==> src/rtl/gate_test_pkg.sv <==
// Shared types and constants for the two-input basic-gate self-test sequencer.
// GATE_EXPECT is the golden truth table indexed by vec = {A, B}.
package gate_test_pkg;

    localparam int NUM_GATES   = 6;
    localparam int NUM_VECTORS = 4;
    localparam int VEC_W       = 2;
    localparam int CNT_W       = 4;
    localparam int ERR_CNT_W   = 5;
    localparam int POP_W       = 3;

    localparam int GATE_AND  = 0;
    localparam int GATE_OR   = 1;
    localparam int GATE_NAND = 2;
    localparam int GATE_NOR  = 3;
    localparam int GATE_XOR  = 4;
    localparam int GATE_XNOR = 5;

    typedef enum logic [1:0] {
        GT_IDLE   = 2'd0,
        GT_SETTLE = 2'd1,
        GT_CHECK  = 2'd2,
        GT_DONE   = 2'd3
    } gt_state_e;

    typedef logic [NUM_GATES-1:0] gate_vec_t;

    // Builds one truth-table row so the bit placement follows the gate index constants.
    function automatic gate_vec_t gate_truth(input logic a, input logic b);
        gate_vec_t y;
        y            = '0;
        y[GATE_AND]  = a & b;
        y[GATE_OR]   = a | b;
        y[GATE_NAND] = ~(a & b);
        y[GATE_NOR]  = ~(a | b);
        y[GATE_XOR]  = a ^ b;
        y[GATE_XNOR] = ~(a ^ b);
        return y;
    endfunction

    localparam logic [NUM_VECTORS-1:0][NUM_GATES-1:0] GATE_EXPECT = {
        gate_truth(1'b1, 1'b1),
        gate_truth(1'b1, 1'b0),
        gate_truth(1'b0, 1'b1),
        gate_truth(1'b0, 1'b0)
    };

endpackage

==> src/rtl/gate_truth_rom.sv <==
// Combinational lookup of the expected six gate outputs for input vector vec = {A, B}.
module gate_truth_rom
    import gate_test_pkg::*;
(
    input  logic [VEC_W-1:0]     vec_i,
    output logic [NUM_GATES-1:0] expect_o
);

    assign expect_o = GATE_EXPECT[vec_i];

endmodule

==> src/rtl/gate_selftest_ctrl.sv <==
// Exhaustive self-test sequencer for the two-input gate block: walks all four A/B
// vectors, waits a settle time per vector, and accumulates per-gate / per-vector errors.
module gate_selftest_ctrl
    import gate_test_pkg::*;
#(
    parameter int SETTLE_CYCLES = 2
) (
    input  logic                 clk,
    input  logic                 rst_n,
    input  logic                 start,
    input  logic                 abort,
    output logic                 a_out,
    output logic                 b_out,
    input  logic [NUM_GATES-1:0] y_in,
    output logic                 busy,
    output logic                 done,
    output logic                 pass,
    output logic [NUM_GATES-1:0] err_mask,
    output logic [ERR_CNT_W-1:0] err_count,
    output logic [NUM_VECTORS-1:0] fail_vec
);

    if (SETTLE_CYCLES < 1 || SETTLE_CYCLES > 15) begin : g_bad_settle
        $error("gate_selftest_ctrl: SETTLE_CYCLES must be within 1..15");
    end

    localparam logic [CNT_W-1:0] SETTLE_RELOAD = CNT_W'(SETTLE_CYCLES - 1);
    localparam logic [VEC_W-1:0] LAST_VEC      = VEC_W'(NUM_VECTORS - 1);

    gt_state_e              state_q;
    logic [VEC_W-1:0]       vec_q;
    logic [CNT_W-1:0]       cnt_q;
    logic                   a_q, b_q;
    logic                   busy_q, done_q, pass_q;
    logic [NUM_GATES-1:0]   err_mask_q;
    logic [ERR_CNT_W-1:0]   err_count_q;
    logic [NUM_VECTORS-1:0] fail_vec_q;

    logic [NUM_GATES-1:0]   expected;
    logic [NUM_GATES-1:0]   mm;
    logic [POP_W-1:0]       mm_pop;
    logic [NUM_GATES-1:0]   err_mask_d;
    logic [ERR_CNT_W-1:0]   err_count_d;
    logic [NUM_VECTORS-1:0] fail_vec_d;
    logic [VEC_W-1:0]       vec_next;
    logic                   abort_run;

    gate_truth_rom u_rom (
        .vec_i    (vec_q),
        .expect_o (expected)
    );

    assign mm          = y_in ^ expected;
    assign err_mask_d  = err_mask_q | mm;
    assign err_count_d = err_count_q + ERR_CNT_W'(mm_pop);
    assign vec_next    = vec_q + VEC_W'(1);
    assign abort_run   = abort && (state_q == GT_SETTLE || state_q == GT_CHECK);

    always_comb begin
        mm_pop = '0;
        for (int i = 0; i < NUM_GATES; i++) begin
            mm_pop = mm_pop + POP_W'(mm[i]);
        end
    end

    // NOTE: every variable written in always_comb gets a full default first, so no latch is inferred.
    always_comb begin
        fail_vec_d        = fail_vec_q;
        fail_vec_d[vec_q] = |mm;
    end

    // NOTE: sequential state uses non-blocking assignments so all registers update from pre-edge values.
    always_ff @(posedge clk or negedge rst_n) begin
        if (!rst_n) begin
            state_q     <= GT_IDLE;
            vec_q       <= '0;
            cnt_q       <= '0;
            a_q         <= 1'b0;
            b_q         <= 1'b0;
            busy_q      <= 1'b0;
            done_q      <= 1'b0;
            pass_q      <= 1'b0;
            err_mask_q  <= '0;
            err_count_q <= '0;
            fail_vec_q  <= '0;
        end else begin
            done_q <= 1'b0;
            if (abort_run) begin
                // Partial results are kept; the CHECK update of this cycle is dropped.
                state_q <= GT_IDLE;
                busy_q  <= 1'b0;
                pass_q  <= 1'b0;
                a_q     <= 1'b0;
                b_q     <= 1'b0;
            end else begin
                unique case (state_q)
                    GT_IDLE: begin
                        if (start) begin
                            state_q     <= GT_SETTLE;
                            vec_q       <= '0;
                            cnt_q       <= SETTLE_RELOAD;
                            a_q         <= 1'b0;
                            b_q         <= 1'b0;
                            busy_q      <= 1'b1;
                            pass_q      <= 1'b0;
                            err_mask_q  <= '0;
                            err_count_q <= '0;
                            fail_vec_q  <= '0;
                        end
                    end
                    GT_SETTLE: begin
                        if (cnt_q == '0) begin
                            state_q <= GT_CHECK;
                        end else begin
                            cnt_q <= cnt_q - CNT_W'(1);
                        end
                    end
                    GT_CHECK: begin
                        err_mask_q  <= err_mask_d;
                        err_count_q <= err_count_d;
                        fail_vec_q  <= fail_vec_d;
                        if (vec_q == LAST_VEC) begin
                            state_q <= GT_DONE;
                            busy_q  <= 1'b0;
                            done_q  <= 1'b1;
                            pass_q  <= (err_count_d == '0);
                            a_q     <= 1'b0;
                            b_q     <= 1'b0;
                        end else begin
                            state_q      <= GT_SETTLE;
                            vec_q        <= vec_next;
                            cnt_q        <= SETTLE_RELOAD;
                            {a_q, b_q}   <= vec_next;
                        end
                    end
                    GT_DONE: begin
                        state_q <= GT_IDLE;
                    end
                    default: begin
                        state_q <= GT_IDLE;
                    end
                endcase
            end
        end
    end

    assign a_out     = a_q;
    assign b_out     = b_q;
    assign busy      = busy_q;
    assign done      = done_q;
    assign pass      = pass_q;
    assign err_mask  = err_mask_q;
    assign err_count = err_count_q;
    assign fail_vec  = fail_vec_q;

endmodule
==> config.mk <==
export PLATFORM = sky130hd
export DESIGN_NAME = gate_selftest_ctrl
export DESIGN_NICKNAME = d
export VERILOG_FILES = /design/src/rtl/gate_test_pkg.sv /design/src/rtl/gate_truth_rom.sv /design/src/rtl/gate_selftest_ctrl.sv
export SDC_FILE = /design/constraint.sdc
export NUM_CORES = 1
export LEC_CHECK = 0
export BUFFER_PORTS_ARGS = -buffer_cell sky130_fd_sc_hd__buf_2
export CORE_ASPECT_RATIO = 0.7
export CORE_MARGIN = 2
export CORE_UTILIZATION = 49
export DETAILED_ROUTE_END_ITERATION = 7
export GPL_TIMING_DRIVEN = 0
export HOLD_SLACK_MARGIN = 0.08
export PLACE_DENSITY = 0.74
export SYNTH_ARGS = -nofsm -noshare
export SYNTH_HDL_FRONTEND = slang
export SYNTH_SLANG_ARGS = --single-unit
==> constraint.sdc <==
create_clock -name clk -period 4 [get_ports clk]
set_clock_uncertainty 0.2 [all_clocks]
set_input_delay 0.4 -clock clk [delete_from_list [all_inputs] [get_ports clk]]
set_output_delay 0.4 -clock clk [all_outputs]
set_load 0.005 [all_outputs]
==> flow_metrics.py, run 1 <==
metrics = {
    "outcome": {
        "status": "finished clean",
    },
    "clock_tree": {
        "cts-root-buf": "clkbuf_8",
        "cts_tree": "done",
        "cts.sinks": 28,
        "cts_buffer_depth": 2,
        "clk_latency_ns": 0.27,
        "numCtsBuffers": 3,
        "htreeDepth": 1,
        "clk_pin_slew_worst_paths_ns": 0.09,
    },
    "global_routing": {
        "antenna_found_initial": 0,
        "grt_pass1_vias": 1224,
        "grt_overflow": 0,
        "grt_pass1_wl_um": 5660,
        "track_usage": 0.198,
        "grt_max_degree": 29,
    },
    "worst_setup_path": {
        "cp.arrival_ns": 3.87,
        "critPathMaxFanout": 8,
        "crit_path_end_kind": "flop",
        "cp-start-kind": "flop",
        "critPathKind": "reg -> reg",
        "crit_required_ns": 4.00,
    },
    "die": {
        "core_area_mm2": 0.00317,
        "die_area_mm2": 0.00381,
        "row_count": 17,
        "start_util": 0.514,
        "die_h_um": 52.2,
        "die_x_um": 72.9,
        "pin_count": 30,
    },
    "synth": {
        "synth_compound_area_frac": 0.145,
        "syn_area_mm2": 0.00163,
        "yosysSeqAreaShare": 0.430,
        "synth_mux_area_frac": 0.0192,
        "synthAdderAreaFrac": 0.149,
        "synth-simple-area-share": 0.164,
        "ys_ff_latch": 28,
        "synth_cells": 165,
        "synth_xor_xnor_area_share": 0.0484,
        "syn_avg_cell_area_um2": 9.87,
        "ys_warn_count": 0,
        "synth_top_family_by_area": "simple AND/OR/NAND/NOR gates",
        "ys_types": 38,
        "postSynthNetCount": 192,
    },
    "placement": {
        "gp_congestion": 0.840,
        "place.detailed.hpwl_um": 2650,
        "io_buffers": 29,
    },
    "finish": {
        "area_growth_syn_to_layout_pct": 20.0,
        "drive_gt1_frac": 0.244,
        "nets": 229,
        "antenna_cells": 0,
    },
    "hold_path": {
        "hp-class": "reg -> reg",
    },
    "pwr": {
        "powerDensity_mw_per_mm2": 878,
        "finalPower_mw": 1.72,
        "irDropWorstVdd_mv": 0.619,
        "cellLeakagePower_nw": 0.965,
    },
    "timing": {
        "fin_tns_setup_ns": 0,
        "max_clock_freq_mhz": 258,
        "period_share": 0.968,
        "hold_viol_final": 0,
        "relSlewSlack": 0.597,
        "slew_violations": 0,
        "setup_violations": 0,
        "tightest_slew_ns": 0.604,
        "hold_ws_ns": 0.299,
        "post-route-min-period_ns": 3.87,
    },
    "drt": {
        "num_vias": 1281,
        "viasPerCell": 5.36,
        "drc": 0,
        "drt_iter0_markers": 58,
        "first_pass_iters": 4,
        "wl_per_cell_um": 14.6,
        "antenna_left": 0,
        "finalWirelength_um": 3500,
    },
    "job": {
        "max_cap_viol_count": 0,
    },
}
[cell families (layout without fill, tap and decap cells)]
group | count (synthesis) | in the layout
and+or+nand+nor | 56 | 56
AOI/OAI and AO/OA | 34 | 34
DFF | 28 | 28
buffers and inverters | 18 | 54
adders and majority gates | 17 | 17
xor gates and xnor gates | 9 | 9
muxes | 3 | 3
[metrics by stage]
step | util | instance area, um^2 | cells | setup WS, ns
after floorplan | - | 1630 | 165 | 0.232
after global placement | 0.575 | 1820 | 232 | 0.0204
after detailed placement | 0.575 | 1820 | 232 | -0.0534
after CTS | 0.600 | 1900 | 237 | 0.00554
after global routing | 0.617 | 1960 | 239 | -0.00476
final | 0.617 | 1960 | 239 | 0.127
[cell type report]
type	instances	area (um^2)
Inverter	13	48.8
Clock buffer	4	55.1
Timing Repair Buffer	32	170
Sequential cell	28	702
Fill cell	257	1210
Tap cell	38	47.5
Multi-Input combinational cell	119	903
Buffer	5	28.8
[where the power goes]
part           internal, mW  leakage, nW  switching, mW
clock network        0.0880       0.0288         0.0825
logic                 0.466        0.573          0.614
registers             0.394        0.364         0.0725
[placed cells by master (no fill, tap or decap), types with 3 or more instances in the layout]
master	netlist	final
nand2_1	15	15
inv_1	13	13
a21oi_1	5	4
xnor2_1	5	4
xor2_1	4	3
o21ai_0	8	8
clkbuf_8	0	4
dfrtp_1	28	27
buf_2	3	31
ha_1	13	13
a311oi_1	3	3
a22o_1	3	3
a32o_1	3	3
nor2_1	25	25
[Yosys cell counts]
| cell | n | share of area |
|---|---|---|
| a32o_1 | 3 | 0.018 |
| o22ai_1 | 2 | 0.0077 |
| a31oi_1 | 2 | 0.0077 |
| nor3b_2 | 1 | 0.0077 |
| a31o_2 | 1 | 0.0054 |
| and2_1 | 2 | 0.0077 |
| nor2_4 | 1 | 0.0069 |
| or3_1 | 1 | 0.0038 |
| fa_1 | 4 | 0.049 |
| a22o_1 | 3 | 0.016 |
| or2_0 | 1 | 0.0038 |
| a21oi_1 | 5 | 0.015 |
| a22oi_1 | 1 | 0.0046 |
| buf_2 | 3 | 0.0092 |
| nand4b_1 | 1 | 0.0054 |
| mux2_2 | 1 | 0.0069 |
| o31ai_1 | 2 | 0.0092 |
| o21ai_0 | 8 | 0.025 |
| xnor2_1 | 5 | 0.027 |
| nand2_1 | 15 | 0.035 |
| ha_1 | 13 | 0.10 |
| or4_1 | 1 | 0.0046 |
| buf_1 | 1 | 0.0023 |
| xor2_1 | 4 | 0.022 |
| nor3_1 | 2 | 0.0061 |
| dfrtp_1 | 28 | 0.43 |
| nand4_1 | 1 | 0.0038 |
| clkbuf_1 | 1 | 0.0023 |
| nand2b_1 | 2 | 0.0077 |
| nor2_1 | 25 | 0.058 |
| nand3b_1 | 1 | 0.0046 |
| a32oi_1 | 2 | 0.011 |
| mux2i_1 | 2 | 0.012 |
| a21o_1 | 2 | 0.0092 |
| inv_1 | 13 | 0.030 |
| and4b_1 | 1 | 0.0061 |
| nor2_2 | 1 | 0.0038 |
| a311oi_1 | 3 | 0.016 |
[critical path, cell delays in order, from the launching register on]
cell and delay, ns:
dfrtp_2 0.44, ha_1 0.21, buf_6 0.15, xor2_4 0.17, fa_1 0.53, fa_1 0.44, fa_2 0.36, inv_1 0.09
fa_2 0.45, nand4b_1 0.17, or4_1 0.44, a21oi_2 0.14
[state kept, by name, summed over array words and instances, names as in the netlist]
| signal | cells |
|---|---|
| busy | 1 |
| b_out | 1 |
| a_out | 1 |
| vec_q | 2 |
| cnt_q | 4 |
| state_q | 2 |
| err_mask | 6 |
| pass | 1 |
| fail_vec | 4 |
| err_count | 5 |
| done | 1 |
[metal layers]
metal / GRT usage / wire length, um
met2: 0.336 / 1600
met5: 0 / 0
met4: 0.0185 / 7
met3: 0.0462 / 198
met1: 0.271 / 1700
[final timing paths]
path	from	slack [ns]	endpoint	cells past startpoint
max reg2reg	vec_q[0]$_DFFE_PN0P_	0.13	pass$_DFFE_PN0P_	11
min in group asynchronous	rst_n	0.46	err_count[2]$_DFFE_PN0P_	2
min reg2reg	err_mask[1]$_DFFE_PN0P_	0.30	err_mask[1]$_DFFE_PN0P_	2
max in group asynchronous	rst_n	2.70	vec_q[0]$_DFFE_PN0P_	2
min	err_mask[1]$_DFFE_PN0P_	0.30	err_mask[1]$_DFFE_PN0P_	2
max	vec_q[0]$_DFFE_PN0P_	0.13	pass$_DFFE_PN0P_	11
[timing repair]
item,in CTS,in global routing
hold buffers,1,0
endpoints found under the setup margin,1,1
pin swaps,1,1
setup buffers,0,2
cloned,0,0
resized for setup,2,9
hold endpoints to repair,28,0
Power figures use the tool's default switching activity.
==> inputs of run 2 (changes only) <==
--- a/config.mk
+++ b/config.mk
@@ -5,14 +5,14 @@
 export SDC_FILE = /design/constraint.sdc
 export NUM_CORES = 1
 export LEC_CHECK = 0
+export ABC_AREA = 1
 export BUFFER_PORTS_ARGS = -buffer_cell sky130_fd_sc_hd__buf_2
 export CORE_ASPECT_RATIO = 0.7
-export CORE_MARGIN = 2
-export CORE_UTILIZATION = 49
+export CORE_UTILIZATION = 50
 export DETAILED_ROUTE_END_ITERATION = 7
 export GPL_TIMING_DRIVEN = 0
 export HOLD_SLACK_MARGIN = 0.08
-export PLACE_DENSITY = 0.74
+export PLACE_DENSITY = 0.75
 export SYNTH_ARGS = -nofsm -noshare
 export SYNTH_HDL_FRONTEND = slang
 export SYNTH_SLANG_ARGS = --single-unit
==> run 2 against run 1 <==
  * Highest routed layer unchanged
  * Synthesized cell count grew 38%
  * Maximum frequency rose by 6.4%
  * Global-route usage grew 2.1 points
==> flow_metrics.py, run 2 <==
metrics = {
    "worst_setup_path": {
        "critPathMaxFanout": 5,
        "crit_required_ns": 4.03,
        "crit_path_end_kind": "flop",
        "cp.arrival_ns": 3.67,
        "cp-start-kind": "flop",
        "critPathKind": "reg -> reg",
    },
    "timing": {
        "slew_violations": 0,
        "fin_tns_setup_ns": 0,
        "period_share": 0.910,
        "post-route-min-period_ns": 3.64,
        "hold_ws_ns": 0.255,
        "max_clock_freq_mhz": 275,
        "hold_viol_final": 0,
        "relSlewSlack": 0.574,
        "postLayoutSetupSlackWorst_ns": 0.361,
        "setup_violations": 0,
        "tightest_slew_ns": 0.639,
        "rsz0062_at_grt": "false",
    },
    "synth": {
        "ys_types": 22,
        "postSynthNetCount": 255,
        "yosysSeqAreaShare": 0.398,
        "syn_avg_cell_area_um2": 7.73,
        "async_flop_share": 1.00,
        "yosysTopAreaCell": "dfrtp_1",
        "ys.flop_type": "dfrtp_1",
        "synth_edf_count": 0,
        "syn_area_mm2": 0.00176,
        "synth_cells": 228,
        "synth_top_area_frac": 0.398,
        "ys_warn_count": 0,
        "yosysMostFrequentCell": "nand2_1",
        "ys_ff_latch": 28,
        "synth_area_leaders": "dfrtp_1 40%, nand2_1 12%, ha_1 9.2%",
        "synth_common_cells": "57 x nand2_1, 36 x inv_1, 28 x dfrtp_1",
    },
    "finish": {
        "final_common_cell": "nand2_1",
        "drive_gt1_frac": 0.183,
        "nets": 290,
        "mostFrequentLayoutCells": "57 x nand2_1, 36 x inv_1, 29 x buf_2",
        "area_growth_syn_to_layout_pct": 15.3,
        "largest_reg_flops": 6,
        "fillers": 300,
        "antenna_cells": 0,
    },
    "clock_tree": {
        "cts_tree": "done",
        "post_cts_buffers": 0,
        "cts_buffer_depth": 2,
        "hold_buffers": 1,
        "clk_latency_ns": 0.28,
        "clk_pin_slew_worst_paths_ns": 0.10,
        "numCtsBuffers": 3,
        "htreeDepth": 1,
        "cts-root-buf": "clkbuf_8",
        "cts_resized": 0,
        "cts.sinks": 28,
    },
    "drt": {
        "first_pass_iters": 4,
        "num_vias": 1494,
        "finalWirelength_um": 3670,
        "viasPerCell": 4.83,
        "antenna_left": 0,
        "drt_iter0_markers": 75,
        "wl_per_cell_um": 11.9,
        "drc": 0,
    },
    "pwr": {
        "irDropWorstVdd_mv": 0.364,
        "cellLeakagePower_nw": 1.15,
        "powerDensity_mw_per_mm2": 797,
    },
    "job": {
        "max_cap_viol_count": 0,
    },
    "die": {
        "die_x_um": 72.9,
        "pin_count": 30,
        "die_h_um": 51.7,
        "die_area_mm2": 0.00377,
        "core_area_mm2": 0.00325,
        "row_count": 17,
        "start_util": 0.541,
    },
    "placement": {
        "dp_slack_ns": 0.408,
        "place.detailed.hpwl_um": 2790,
        "io_buffers": 29,
        "gp_congestion": 0.843,
    },
    "global_routing": {
        "track_usage": 0.220,
        "antenna_found_initial": 0,
        "grt_pass1_wl_um": 6250,
        "grt_overflow": 0,
        "grt_max_degree": 29,
        "grt_pass1_vias": 1345,
    },
    "outcome": {
        "status": "finished clean",
    },
    "hold_path": {
        "hp-class": "in -> reg",
    },
}
## run 2: cell count changes after synthesis, sizes merged, moves of 3 or more
| cell | before | now |
|---|---|---|
| nand2 | 15 | 59 |
| xnor2 | 5 | 0 |
| a22o | 3 | 0 |
| a32o | 3 | 0 |
| inv | 13 | 42 |
| a311oi | 3 | 0 |
| nand3 | 0 | 22 |
| nand4 | 1 | 8 |
## run 2: path summary, 6_finish.rpt
path | startpoint | to | slack [ns] | cells after the start
min reg2reg | busy$_DFFE_PN0P_ | busy$_DFFE_PN0P_ | 0.29 | 2
min in group asynchronous | rst_n | err_count[2]$_DFFE_PN0P_ | 0.48 | 2
min | start | busy$_DFFE_PN0P_ | 0.25 | 3
max reg2reg | vec_q[0]$_DFFE_PN0P_ | pass$_DFFE_PN0P_ | 0.36 | 13
max in group asynchronous | rst_n | fail_vec[3]$_DFFE_PN0P_ | 2.71 | 2
max | vec_q[0]$_DFFE_PN0P_ | pass$_DFFE_PN0P_ | 0.36 | 13
## run 2: cell families (layout without fill, tap and decap cells)
logic type                 Yosys count  after routing  synth area share
AOI/OAI and AO/OA                   19             19            0.0568
DFF                                 28             28             0.398
adders and majority gates           17             17             0.138
xor gates and xnor gates             2              2           0.00994
buffers and inverters               44             78             0.100
and+or+nand+nor                    118            118             0.298
## run 2: metrics by stage
step | cells | area (um^2) | power [mW] | utilization
floorplan | 228 | 1760 | 1.17 | -
global placement | 304 | 1970 | 1.41 | 0.604
detailed placement | 304 | 1970 | 1.44 | 0.604
CTS | 309 | 2030 | 1.62 | 0.624
global route | 309 | 2030 | 1.78 | 0.624
finish | 309 | 2030 | 1.62 | 0.624
## run 2: cell type report
cell class	count	area [um^2]	share of cell area
multi-input cells	156	885	0.436
flip-flops and latches	28	701	0.345
inverters	42	158	0.0776
repair buffers	30	155	0.0764
well taps	47	58.8	0.0290
clock buffers	4	55.1	0.0271
plain buffers	2	18.8	0.00924
## run 2: critical path: stages (launching register included)
cell and delay, ns:
dfrtp_1 0.42, ha_1 0.30, xor2_1 0.27, inv_1 0.08, fa_1 0.47, fa_1 0.49
fa_1 0.39, inv_1 0.10, fa_1 0.43, nor2_1 0.13, nand3_1 0.08, nor2_1 0.10
nand3_1 0.07, nand2_1 0.06
## run 2: power by group
part	switching, mW	leakage [nW]	internal, mW
logic	0.608	0.756	0.368
clock network	0.0921	0.0288	0.0884
registers	0.0697	0.365	0.393
total	0.770	1.15	0.849
## run 2: layer usage
metal | global-route usage | part of all wire
met1 | 0.335 | 0.53
met2 | 0.319 | 0.41
met3 | 0.0484 | 0.049
met4 | 0.0392 | 0.0068
met5 | 0 | 0
==> inputs of run 3 (changes only) <==
--- a/config.mk
+++ b/config.mk
@@ -5,14 +5,13 @@
 export SDC_FILE = /design/constraint.sdc
 export NUM_CORES = 1
 export LEC_CHECK = 0
-export ABC_AREA = 1
 export BUFFER_PORTS_ARGS = -buffer_cell sky130_fd_sc_hd__buf_2
 export CORE_ASPECT_RATIO = 0.7
-export CORE_UTILIZATION = 50
+export CORE_UTILIZATION = 49
 export DETAILED_ROUTE_END_ITERATION = 7
 export GPL_TIMING_DRIVEN = 0
 export HOLD_SLACK_MARGIN = 0.08
-export PLACE_DENSITY = 0.75
+export PLACE_DENSITY = 0.74
 export SYNTH_ARGS = -nofsm -noshare
 export SYNTH_HDL_FRONTEND = slang
 export SYNTH_SLANG_ARGS = --single-unit
==> run 3 against run 2 <==
  * Count of clock-buffer cells in the layout unchanged
  * Register-to-register slack worse by 0.35 ns
  * Via count shrank 8.0%
  * Sequential share of layout area up 0.27 points
  * Combinational power up 18%
  * Sequential power increased by 2%
  * Maximum frequency fell by 8.7%
  * Power increased by 12%
  * Cell area down 0.43%
  * Critical endpoint unchanged
  * Largest cell class unchanged
  * Highest routed layer unchanged
==> flow_metrics.py, run 3 (synthesized netlist as in run 1, its figures left out) <==
metrics = {
    "clock_tree": {
        "cts-root-buf": "clkbuf_8",
        "cts_tree": "done",
        "cts_buffer_depth": 2,
        "numCtsBuffers": 3,
        "clk_pin_slew_worst_paths_ns": 0.10,
        "cts.sinks": 28,
        "htreeDepth": 1,
        "clk_latency_ns": 0.28,
    },
    "die": {
        "core_area_mm2": 0.00315,
        "row_count": 17,
        "start_util": 0.517,
        "die_area_mm2": 0.00356,
        "die_h_um": 50.2,
        "die_x_um": 70.9,
        "pin_count": 30,
    },
    "pwr": {
        "cellLeakagePower_nw": 0.995,
        "finalPower_mw": 1.81,
        "powerDensity_mw_per_mm2": 894,
        "irDropWorstVdd_mv": 0.545,
    },
    "worst_setup_path": {
        "reg2reg_depth": 11,
        "critPathKind": "reg -> reg",
        "crit_path_end_kind": "flop",
        "cp.arrival_ns": 4.00,
        "cp-start-kind": "flop",
        "crit_required_ns": 4.01,
        "critPathMaxFanout": 4,
    },
    "global_routing": {
        "grt_max_degree": 29,
        "grt_pass1_wl_um": 6180,
        "grt_pass1_vias": 1313,
        "track_usage": 0.229,
        "antenna_found_initial": 0,
        "grt_overflow": 0,
    },
    "drt": {
        "drc": 0,
        "drt_iter0_markers": 88,
        "viasPerCell": 5.61,
        "num_vias": 1375,
        "finalWirelength_um": 3780,
        "first_pass_iters": 7,
        "wl_per_cell_um": 15.4,
        "antenna_left": 0,
    },
    "timing": {
        "tightest_slew_ns": 0.648,
        "rsz0062_at_grt": "true",
        "period_share": 0.996,
        "max_clock_freq_mhz": 251,
        "post-route-min-period_ns": 3.99,
        "hold_viol_final": 0,
        "slew_violations": 0,
        "relSlewSlack": 0.568,
        "hold_ws_ns": 0.303,
        "setup_violations": 0,
    },
    "placement": {
        "place.detailed.hpwl_um": 2570,
        "dpl_cell_area_mm2": 0.00182,
        "io_buffers": 29,
        "gp_congestion": 0.922,
    },
    "finish": {
        "nets": 235,
        "area_growth_syn_to_layout_pct": 24.1,
        "final_common_cell": "buf_2",
        "largest_reg_flops": 6,
        "antenna_cells": 0,
        "drive_gt1_frac": 0.285,
        "final_area_mm2": 0.00202,
        "mostFrequentLayoutCells": "31 x buf_2, 26 x dfrtp_1, 25 x nor2_1",
    },
    "hold_path": {
        "holdPathStages": 2,
        "hp-class": "reg -> reg",
    },
    "outcome": {
        "status": "finished clean",
    },
    "job": {
        "max_cap_viol_count": 0,
    },
}
==> run 3: cell count changes in the layout (fill, tap and decap cells not counted), sizes merged, moves of 5 or more <==
cell,change
nand4,-7
nand3,-22
xnor2,+5
nand2,-44
buf,+10
inv,-29
==> run 3: worst paths after layout <==
path	end	slack, ns	startpoint
setup / recovery	pass$_DFFE_PN0P_	0.01	vec_q[1]$_DFFE_PN0P_
hold / removal	err_mask[5]$_DFFE_PN0P_	0.30	err_mask[5]$_DFFE_PN0P_
setup reg to reg	pass$_DFFE_PN0P_	0.01	vec_q[1]$_DFFE_PN0P_
hold reg to reg	err_mask[5]$_DFFE_PN0P_	0.30	err_mask[5]$_DFFE_PN0P_
max in group asynchronous	vec_q[0]$_DFFE_PN0P_	2.68	rst_n
min in group asynchronous	err_mask[3]$_DFFE_PN0P_	0.46	rst_n
==> run 3: power by group <==
group | leakage [nW] | switching (mW) | internal (mW)
combinational | 0.603 | 0.629 | 0.525
sequential | 0.362 | 0.0785 | 0.395
clock | 0.0288 | 0.0925 | 0.0884
total | 0.995 | 0.800 | 1.01
==> run 3: through the flow <==
step / setup slack [ns] / std cells / util / TNS (ns)
floorplan: 0.232 / 165 / - / 0
global placement: -0.0129 / 232 / 0.579 / -0.0129
detailed placement: -0.0507 / 232 / 0.579 / -0.0507
CTS: 0.0155 / 237 / 0.609 / 0
global route: -0.0846 / 245 / 0.642 / -0.0846
finish: 0.0140 / 245 / 0.642 / 0
==> run 3: worst max-delay path: stages, from the launching register on <==
cell and delay, ns:
dfrtp_2 0.46, ha_4 0.19, buf_8 0.13, xnor2_4 0.14, fa_1 0.56, fa_1 0.44
fa_2 0.39, inv_2 0.07, fa_2 0.44, nand4b_1 0.20, or4_4 0.54, a21oi_2 0.14
==> run 3: timing repair <==
item,in CTS,in global routing
hold buffers,1,0
pin swaps,1,8
buffers inserted,0,8
endpoints found under the hold margin,28,0
gates resized for setup,4,12
endpoints found under the setup margin,1,1
==> run 3: routing by layer <==
metal  share of wire  GRT usage
met5               0          0
met4           0.020     0.0533
met3           0.052     0.0602
met2            0.47      0.373
met1            0.45      0.309
==> run 3: area by class of cell <==
class                   instances  area, um^2
well taps                      38        47.5
flip-flops and latches         28         703
fillers                       279        1130
inverters                      13        48.8
repair buffers                 38         215
clock buffers                   4        55.1
multi-input cells             119         920
plain buffers                   5        32.5
